$ cat config.mk
export PLATFORM = sky130hd
export DESIGN_NAME = c2_e3_conv_ctrl
export DESIGN_NICKNAME = d
export VERILOG_FILES = /design/src/rtl/c2_e3_pkg.sv /design/src/rtl/c2_e3_conv_ctrl_dd_step.sv /design/src/rtl/c2_e3_conv_ctrl.sv
export SDC_FILE = /design/constraint.sdc
export NUM_CORES = 1
export LEC_CHECK = 0
export BUFFER_PORTS_ARGS = -buffer_cell sky130_fd_sc_hd__buf_2
export CAP_MARGIN = 25
export CORE_ASPECT_RATIO = 1.1
export CORE_UTILIZATION = 56
export DETAILED_ROUTE_END_ITERATION = 16
export GPL_TIMING_DRIVEN = 0
export HOLD_SLACK_MARGIN = 0.03
export PLACE_DENSITY = 0.78
export SETUP_SLACK_MARGIN = 0.05
export SYNTH_ARGS = -nofsm -noshare
export SYNTH_HDL_FRONTEND = slang
export SYNTH_SLANG_ARGS = --single-unit
$ cat constraint.sdc
create_clock -name clk -period 2.3 [get_ports clk]
set_input_delay 0.23 -clock clk [delete_from_list [all_inputs] [get_ports clk]]
set_output_delay 0.23 -clock clk [all_outputs]
set_load 0.05 [all_outputs]
$ cat src/rtl/c2_e3_pkg.sv
// c2_e3_pkg: shared types, defaults and the double-dabble digit corrector
package c2_e3_pkg;
  localparam int W_IN_DEF = 11;
  localparam int N_DIG_DEF = 4;
  localparam logic [3:0] E3_BIAS = 4'd3;
  typedef logic [3:0] digit_t;
  typedef enum logic [1:0] {IDLE, CONV, DONE} conv_state_t;
  function automatic digit_t dd_fix(digit_t d);
    return (d >= 4'd5) ? d + 4'd3 : d;
  endfunction
endpackage

$ cat src/rtl/c2_e3_conv_ctrl_dd_step.sv
// dd_step: one double-dabble iteration (add-3 correction then shift {bcd,mag} left)
module dd_step
  import c2_e3_pkg::*;
#(
  parameter int W_IN = W_IN_DEF,
  parameter int N_DIG = N_DIG_DEF
) (
  input  logic [4*N_DIG-1:0] bcd,
  input  logic [W_IN-1:0]    mag,
  output logic [4*N_DIG-1:0] bcd_n,
  output logic [W_IN-1:0]    mag_n
);
  logic [4*N_DIG-1:0] adj;
  for (genvar d = 0; d < N_DIG; d++) begin : g_adj
    assign adj[4*d+:4] = dd_fix(bcd[4*d+:4]);
  end
  assign {bcd_n, mag_n} = {adj, mag} << 1;
endmodule

$ cat src/rtl/c2_e3_conv_ctrl.sv
// c2_e3_conv_ctrl: round-robin shared two's-complement to sign+decimal converter.
// Define EXCESS3_OUT_EN to emit excess-3 digits instead of plain BCD.
module c2_e3_conv_ctrl
  import c2_e3_pkg::*;
#(
  parameter int W_IN = W_IN_DEF,
  parameter int N_DIG = N_DIG_DEF
) (
  input  logic               clk,
  input  logic               rst_n,
  input  logic [1:0]         req_valid,
  input  logic [W_IN-1:0]    req_data0,
  input  logic [W_IN-1:0]    req_data1,
  output logic [1:0]         req_ready,
  output logic               res_valid,
  input  logic               res_ready,
  output logic               res_id,
  output logic               res_sign,
  output logic [4*N_DIG-1:0] res_digits,
  output logic               busy
);
  localparam int CW = $clog2(W_IN);
  conv_state_t state;
  logic rr_ptr, gnt_id;
  logic [W_IN-1:0] op, mag, mag_n;
  logic [4*N_DIG-1:0] bcd, bcd_n, bcd_out;
  logic [CW-1:0] cnt;
  always_comb begin
    gnt_id = req_valid[rr_ptr] ? rr_ptr : ~rr_ptr;
    req_ready = (state == IDLE && |req_valid) ? (gnt_id ? 2'b10 : 2'b01) : 2'b00;
    op = gnt_id ? req_data1 : req_data0;
  end
  assign busy = state != IDLE;
  dd_step #(.W_IN(W_IN), .N_DIG(N_DIG)) u_step (
    .bcd(bcd), .mag(mag), .bcd_n(bcd_n), .mag_n(mag_n)
  );
  for (genvar d = 0; d < N_DIG; d++) begin : g_out
`ifdef EXCESS3_OUT_EN
    assign bcd_out[4*d+:4] = bcd_n[4*d+:4] + E3_BIAS;
`else
    assign bcd_out[4*d+:4] = bcd_n[4*d+:4];
`endif
  end
  always_ff @(posedge clk) begin
    if (!rst_n) begin
      state <= IDLE;
      rr_ptr <= 1'b0;
      res_valid <= 1'b0;
      res_id <= 1'b0;
      res_sign <= 1'b0;
      res_digits <= '0;
      mag <= '0;
      bcd <= '0;
      cnt <= '0;
    end else begin
      case (state)
        IDLE: if (|req_ready) begin
          res_sign <= op[W_IN-1];
          mag <= op[W_IN-1] ? -op : op;
          res_id <= gnt_id;
          rr_ptr <= ~gnt_id;
          bcd <= '0;
          cnt <= '0;
          state <= CONV;
        end
        CONV: begin
          mag <= mag_n;
          bcd <= bcd_n;
          cnt <= cnt + CW'(1);
          if (cnt == CW'(W_IN - 1)) begin
            res_digits <= bcd_out;
            res_valid <= 1'b1;
            state <= DONE;
          end
        end
        DONE: if (res_ready) begin
          res_valid <= 1'b0;
          state <= IDLE;
        end
        default: state <= IDLE;
      endcase
    end
  end
endmodule

==> results of run 1 <==
==> layout by cell type (no fill, tap or decap), types with 5 or more instances in the layout <==
| cell | count |
|---|---|
| a211oi_1 | 8 |
| a21oi_1 | 28 |
| a22oi_1 | 17 |
| buf_2 | 48 |
| clkbuf_1 | 11 |
| clkbuf_2 | 6 |
| clkbuf_8 | 5 |
| dfxtp_1 | 53 |
| ha_1 | 10 |
| inv_1 | 14 |
| mux2i_1 | 11 |
| nand2_1 | 34 |
| nand2b_1 | 10 |
| nand3_1 | 9 |
| nor2_1 | 44 |
| nor3_1 | 16 |
| o21ai_0 | 16 |
| xnor2_1 | 9 |
| xor2_1 | 5 |
==> cell type report <==
cell class	instances	area (um^2)
plain buffers	17	71.32
flip-flops and latches	53	1061
clock inverters	1	5.005
clock buffers	5	68.82
inverters	14	52.55
well taps	56	70.07
multi-input cells	272	1693
fillers	411	1520
repair buffers	48	240.2
==> sequential cells by signal (all words and copies together) (netlist names), 2 cells and up <==
name and flops:
cnt 4, bcd 16, mag 11, state 2
res_digits 16
==> worst paths after layout <==
path / startpoint / end / slack [ns] / depth (start not counted)
setup / recovery: rr_ptr$_SDFFE_PN0P_ / req_ready[1] / 0.18 / 5
hold / removal: rst_n / mag[9]$_SDFFE_PN0P_ / 0.23 / 3
setup reg to reg: rr_ptr$_SDFFE_PN0P_ / mag[8]$_SDFFE_PN0P_ / 0.18 / 5
hold reg to reg: res_digits[5]$_SDFFE_PN0P_ / res_digits[5]$_SDFFE_PN0P_ / 0.45 / 2
==> metrics by stage <==
stage | power [mW] | utilization (%) | hold slack, ns | std cells | instance area [um^2]
global placement | 1.317 | 66.41 | 0.4400 | 461 | 3176
global route | 1.886 | 68.21 | 0.2418 | 466 | 3262
finish | 1.795 | 68.21 | 0.2349 | 466 | 3262
floorplan | 1.219 | - | 0.3517 | 357 | 2865
CTS | 1.803 | 68.03 | 0.2292 | 467 | 3253
detailed placement | 1.324 | 66.41 | 0.4451 | 461 | 3176
==> worst min-delay path: cells and delay by family <==
kind            cells  cell delay, ns
buf+inv             1            0.15
compound gates      2            0.12
==> power groups by stage <==
stage	logic, mW	clock network, mW	registers (mW)
final	0.339	0.486	0.969
after global routing	0.372	0.540	0.974
after CTS	0.335	0.500	0.969
after detailed placement	0.333	0	0.991
after global placement	0.327	0	0.989
after floorplan	0.220	0	0.999
==> cell families (layout without fill, tap and decap cells) <==
family	count (synthesis)	after routing	synth area share, %
AND/OR/NAND/NOR	138	138	22.97
XOR/XNOR	14	14	4.280
buffers and inverters	32	85	4.192
flip-flops	53	53	37.03
multiplexers	13	13	4.629
AO/OA/AOI/OAI	97	97	22.53
adder cells (fa/ha/maj)	10	10	4.367
==> repair_timing <==
action | 4_1_cts | 5_1_grt
resized for setup | 2 | 12
buffers inserted | 0 | 0
endpoints found under the setup margin | 9 | 31
hold buffers | 0 | 0
==> metal layers <==
layer  part of all wire (%)  wire length (um)  GRT usage (%)  up-vias
met3                    4.9               328          3.942        9
met1                     44              2968          32.87     1258
li1                       -                 -              -     1388
met4                    1.4                94          8.800        0
met2                     49              3312          47.21       81
met5                      0                 0              0        -
==> qor.yml, run 1 <==
hold_class: "in2reg"
yosysTopAreaCell: "dfxtp_1"
cp.arrival_ns: 1.89
internal_power_mw: 1.270
synth_edf_count: 0
syn_inst: 357
finalNetCount: 448
synth_ff_type: "dfxtp_1"
first_global_vias: 2532
clk_latency_ns: 0.31
crit_family: "simple AND/OR/NAND/NOR gates"
htreeDepth: 2
vias: 2736
ys_seq_area_share_pct: 37.03
yosysUniqueCellTypes: 46
run_status: "completed"
power_frac_comb_pct: 18.9
drc: 0
grt_max_degree: 15
cp_num_buf_inv: 2
grt_setup_unrepaired: "no"
hold_viol: 0
dieArea_um2: 5407
antenna_found_initial: 0
post-route-period-util_pct: 92.18
clock-root-buffer: "clkbuf_8"
drt-initial-drc-count: 157
cts.sinks: 53
wirelength_mm: 6.704
yosys_warnings: 0
diodes: 0
worst_slack_ns: 0.1799
required_ns: 2.07
p_seq_share_pct: 54.0
clkPwrFrac_pct: 27.1
grt_pass1_wl_mm: 11.56
power_switching_mw: 0.5248
vdd_drop_max_mv: 0.3176
pre_cts_ws_ns: 0.04727
grt_overflow: 0
place.gp.congestion: 0.8729
cp-start-kind: "register"
hpwl_mm: 5.053
core_area_um2: 4782
cpPeakStageDelay_ns: 0.38
worstPathMaxFanout: 10
skew_ns: 0.006578
rows: 26
num_io_pins: 49
worstPathCellList: "or2b_1 > nand2_1 > clkbuf_2 > nor2_1 > buf_2"
ys_top_cells_by_count: "dfxtp_1, nor2_1, nand2_1, a21oi_1, clkbuf_1"
tns_ns: 0
layout_min_cycle_time_ns: 2.120
io_buffers: 48
p_leak_nw: 1.285
power.density_nw_per_um2: 550.2
crit_slowest_cell: "dfxtp_1"
area_delta_synth_final_pct: 13.84
synth.most_common_cell: "dfxtp_1"
final_antenna_net_count: 0
end_kind: "output port"
synthArstFlopShare_pct: 0
routed_via_density: 5.871
cap_viol_max_count: 0
setup_violations: 0
synth-seq-cells: 53
wl_per_cell_um: 14.39
path_clk_slew_ns: 0.08
fmax_ghz: 0.4717
drt-pass1-iter-count: 4
track_usage_pct: 26.69
drive_above_1_share_pct: 17.56
swShare_pct: 29.24
initial_core_util_pct: 59.92
cts_tree: "done"
worstSetupPathType: "reg2out"
clk_path_buf_depth: 2
worst_pin_slew_ns: 0.6305
synth.avg_cell_area_um2: 8.026
cts_buffers: 5
syn-cell-area_um2: 2865
syn_nets: 394
die_height_um: 77.02
synthTopCellsByArea: "dfxtp_1, nor2_1, a21oi_1"
slew_viol_final: 0
relSlewSlack_pct: 57.81
yosys.area.top_type_share_pct: 37.03
chipWidth_um: 70.20
Note: power is estimated with default switching activity, not from simulation.
==> inputs of run 2 (changes only) <==
--- a/config.mk
+++ b/config.mk
@@ -13,7 +13,7 @@
 export GPL_TIMING_DRIVEN = 0
 export HOLD_SLACK_MARGIN = 0.03
 export PLACE_DENSITY = 0.78
-export SETUP_SLACK_MARGIN = 0.05
+export SETUP_SLACK_MARGIN = 0.5
 export SYNTH_ARGS = -nofsm -noshare
 export SYNTH_HDL_FRONTEND = slang
 export SYNTH_SLANG_ARGS = --single-unit
==> qor.yml, run 2 (synthesized netlist as in run 1, its figures left out) <==
cts.sinks: 53  # unchanged
drt-initial-drc-count: 126  # -20%
die_height_um: 77.02  # unchanged
finalNetCount: 451  # +0.67%
path_clk_slew_ns: 0.09  # about the same
grt_pass1_wl_mm: 11.43  # -1.1%
first_global_vias: 2500  # -1.3%
internal_power_mw: 1.305  # +2.7%
power.density_nw_per_um2: 546.1  # -0.75%
final_cell_mix: "dfxtp_1, buf_2, nor2_1"
htreeDepth: 2  # unchanged
routed_via_density: 5.949  # +1.3%
drive_above_1_share_pct: 22.17  # +4.6 points
relSlewSlack_pct: 62.47  # +4.7 points
cp-start-kind: "register"
layout_commonest_cell: "dfxtp_1"
drt-pass1-iter-count: 5  # +1
final_antenna_net_count: 0  # unchanged
hold_viol: 0  # unchanged
wl_per_cell_um: 14.52  # +0.96%
drc: 0  # unchanged
run_status: "completed"
hpwl_mm: 5.050  # about the same
wirelength_mm: 6.841  # +2.0%
clk_latency_ns: 0.30  # about the same
tns_ns: 0  # unchanged
postCtsHoldBufs: 0  # unchanged
dieArea_um2: 5407  # unchanged
cts_buffers: 5  # unchanged
grt_setup_unrepaired: "yes"
placed_cell_area_um2: 3181  # +0.16%
largestRegisters: "bcd (16), res_digits (16), mag (11)"
cap_viol_max_count: 0  # unchanged
final_util_pct: 71.01  # +2.8 points
track_usage_pct: 26.36  # -0.32 points
grt_max_degree: 16  # +1
slew_viol_final: 0  # unchanged
clkPwrFrac_pct: 27.4  # +0.3 points
io_buffers: 48  # unchanged
p_leak_nw: 1.346  # +4.7%
cp.arrival_ns: 2.03  # +0.14 ns
required_ns: 2.53  # +0.46 ns
diodes: 0  # unchanged
setup_violations: 0  # unchanged
clock-root-buffer: "clkbuf_8"
fmax_ghz: 0.5582  # +18%
core_area_um2: 4782  # unchanged
fin_area_um2: 3396  # +4.1%
swShare_pct: 29.65  # +0.41 points
worstSetupPathType: "reg2reg"
vias: 2802  # +2.4%
power_frac_comb_pct: 20.2  # +1.3 points
post-route-period-util_pct: 77.89  # -14 points
place.gp.congestion: 0.8726  # about the same
chipWidth_um: 70.20  # unchanged
rows: 26  # unchanged
end_kind: "register"
initial_core_util_pct: 59.92  # unchanged
vdd_drop_max_mv: 0.3534  # +11%
clk_path_buf_depth: 2  # unchanged
power_switching_mw: 0.5498  # +4.8%
worstPathMaxFanout: 7  # -3
cts_tree: "done"
area_delta_synth_final_pct: 18.52
num_io_pins: 49  # unchanged
hold_class: "in2reg"
grt_overflow: 0  # unchanged
layout_min_cycle_time_ns: 1.791  # -0.3287 ns
antenna_found_initial: 0  # unchanged
skew_ns: 0.002943  # -0.003635 ns
worst_pin_slew_ns: 0.5630  # -0.06751 ns
p_seq_share_pct: 52.3  # -1.7 points
run 2: per-stage QoR:
step	setup slack [ns]	total power [mW]	instances	hold slack (ns)
after floorplan	0.5029	1.221	357	0.3517
after global placement	0.01230	1.319	461	0.4390
after detailed placement	0.03607	1.325	461	0.4448
after CTS	0.4836	1.839	469	0.2300
after global routing	0.4512	1.943	471	0.2445
final	0.5086	1.854	471	0.2396
run 2: critical path, stage by stage (launching register included):
cell and delay [ns]:
dfxtp_4 0.37, nor2b_4 0.15, nor2_4 0.24, mux2_2 0.39, or4_1 0.48, o211ai_1 0.09
run 2: timing repair:
action                     CTS  global route
pin swaps                    1             4
gates resized for setup     26            24
setup endpoints to repair   44            36
hold endpoints to repair     0             0
buffers inserted             0             2
run 2: worst paths after layout:
check	cells after the start	from	to	slack, ns
setup / recovery	5	rr_ptr$_SDFFE_PN0P_	mag[8]$_SDFFE_PN0P_	0.51
hold / removal	3	rst_n	mag[9]$_SDFFE_PN0P_	0.24
setup reg to reg	5	rr_ptr$_SDFFE_PN0P_	mag[8]$_SDFFE_PN0P_	0.51
hold reg to reg	2	res_digits[5]$_SDFFE_PN0P_	res_digits[5]$_SDFFE_PN0P_	0.46
run 2: layout make-up:
cell class / instances / area [um^2]
Multi-Input combinational cell: 272 / 1762
Fill cell: 419 / 1386
Sequential cell: 53 / 1065
Timing Repair Buffer: 50 / 261.5
Buffer: 18 / 102.6
Clock buffer: 6 / 72.57
Tap cell: 56 / 70.07
Inverter: 14 / 52.55
Clock inverter: 2 / 10.01
run 2: metal layers:
metal | vias up | global-route usage (%) | share of wire (%)
met5 | - | 0 | 0
met4 | 0 | 8.600 | 1.9
met3 | 11 | 4.468 | 3.3
met2 | 92 | 46.92 | 50
met1 | 1298 | 31.91 | 45
li1 | 1401 | - | -
run 2: power groups by stage:
stage          logic (mW)  registers [mW]  clock network (mW)
2_1_floorplan       0.222           0.999                   0
3_3_place_gp        0.329           0.989                   0
3_5_place_dp        0.335           0.990                   0
4_1_cts             0.355           0.970               0.513
5_1_grt             0.409           0.975               0.559
6_report            0.375           0.970               0.509
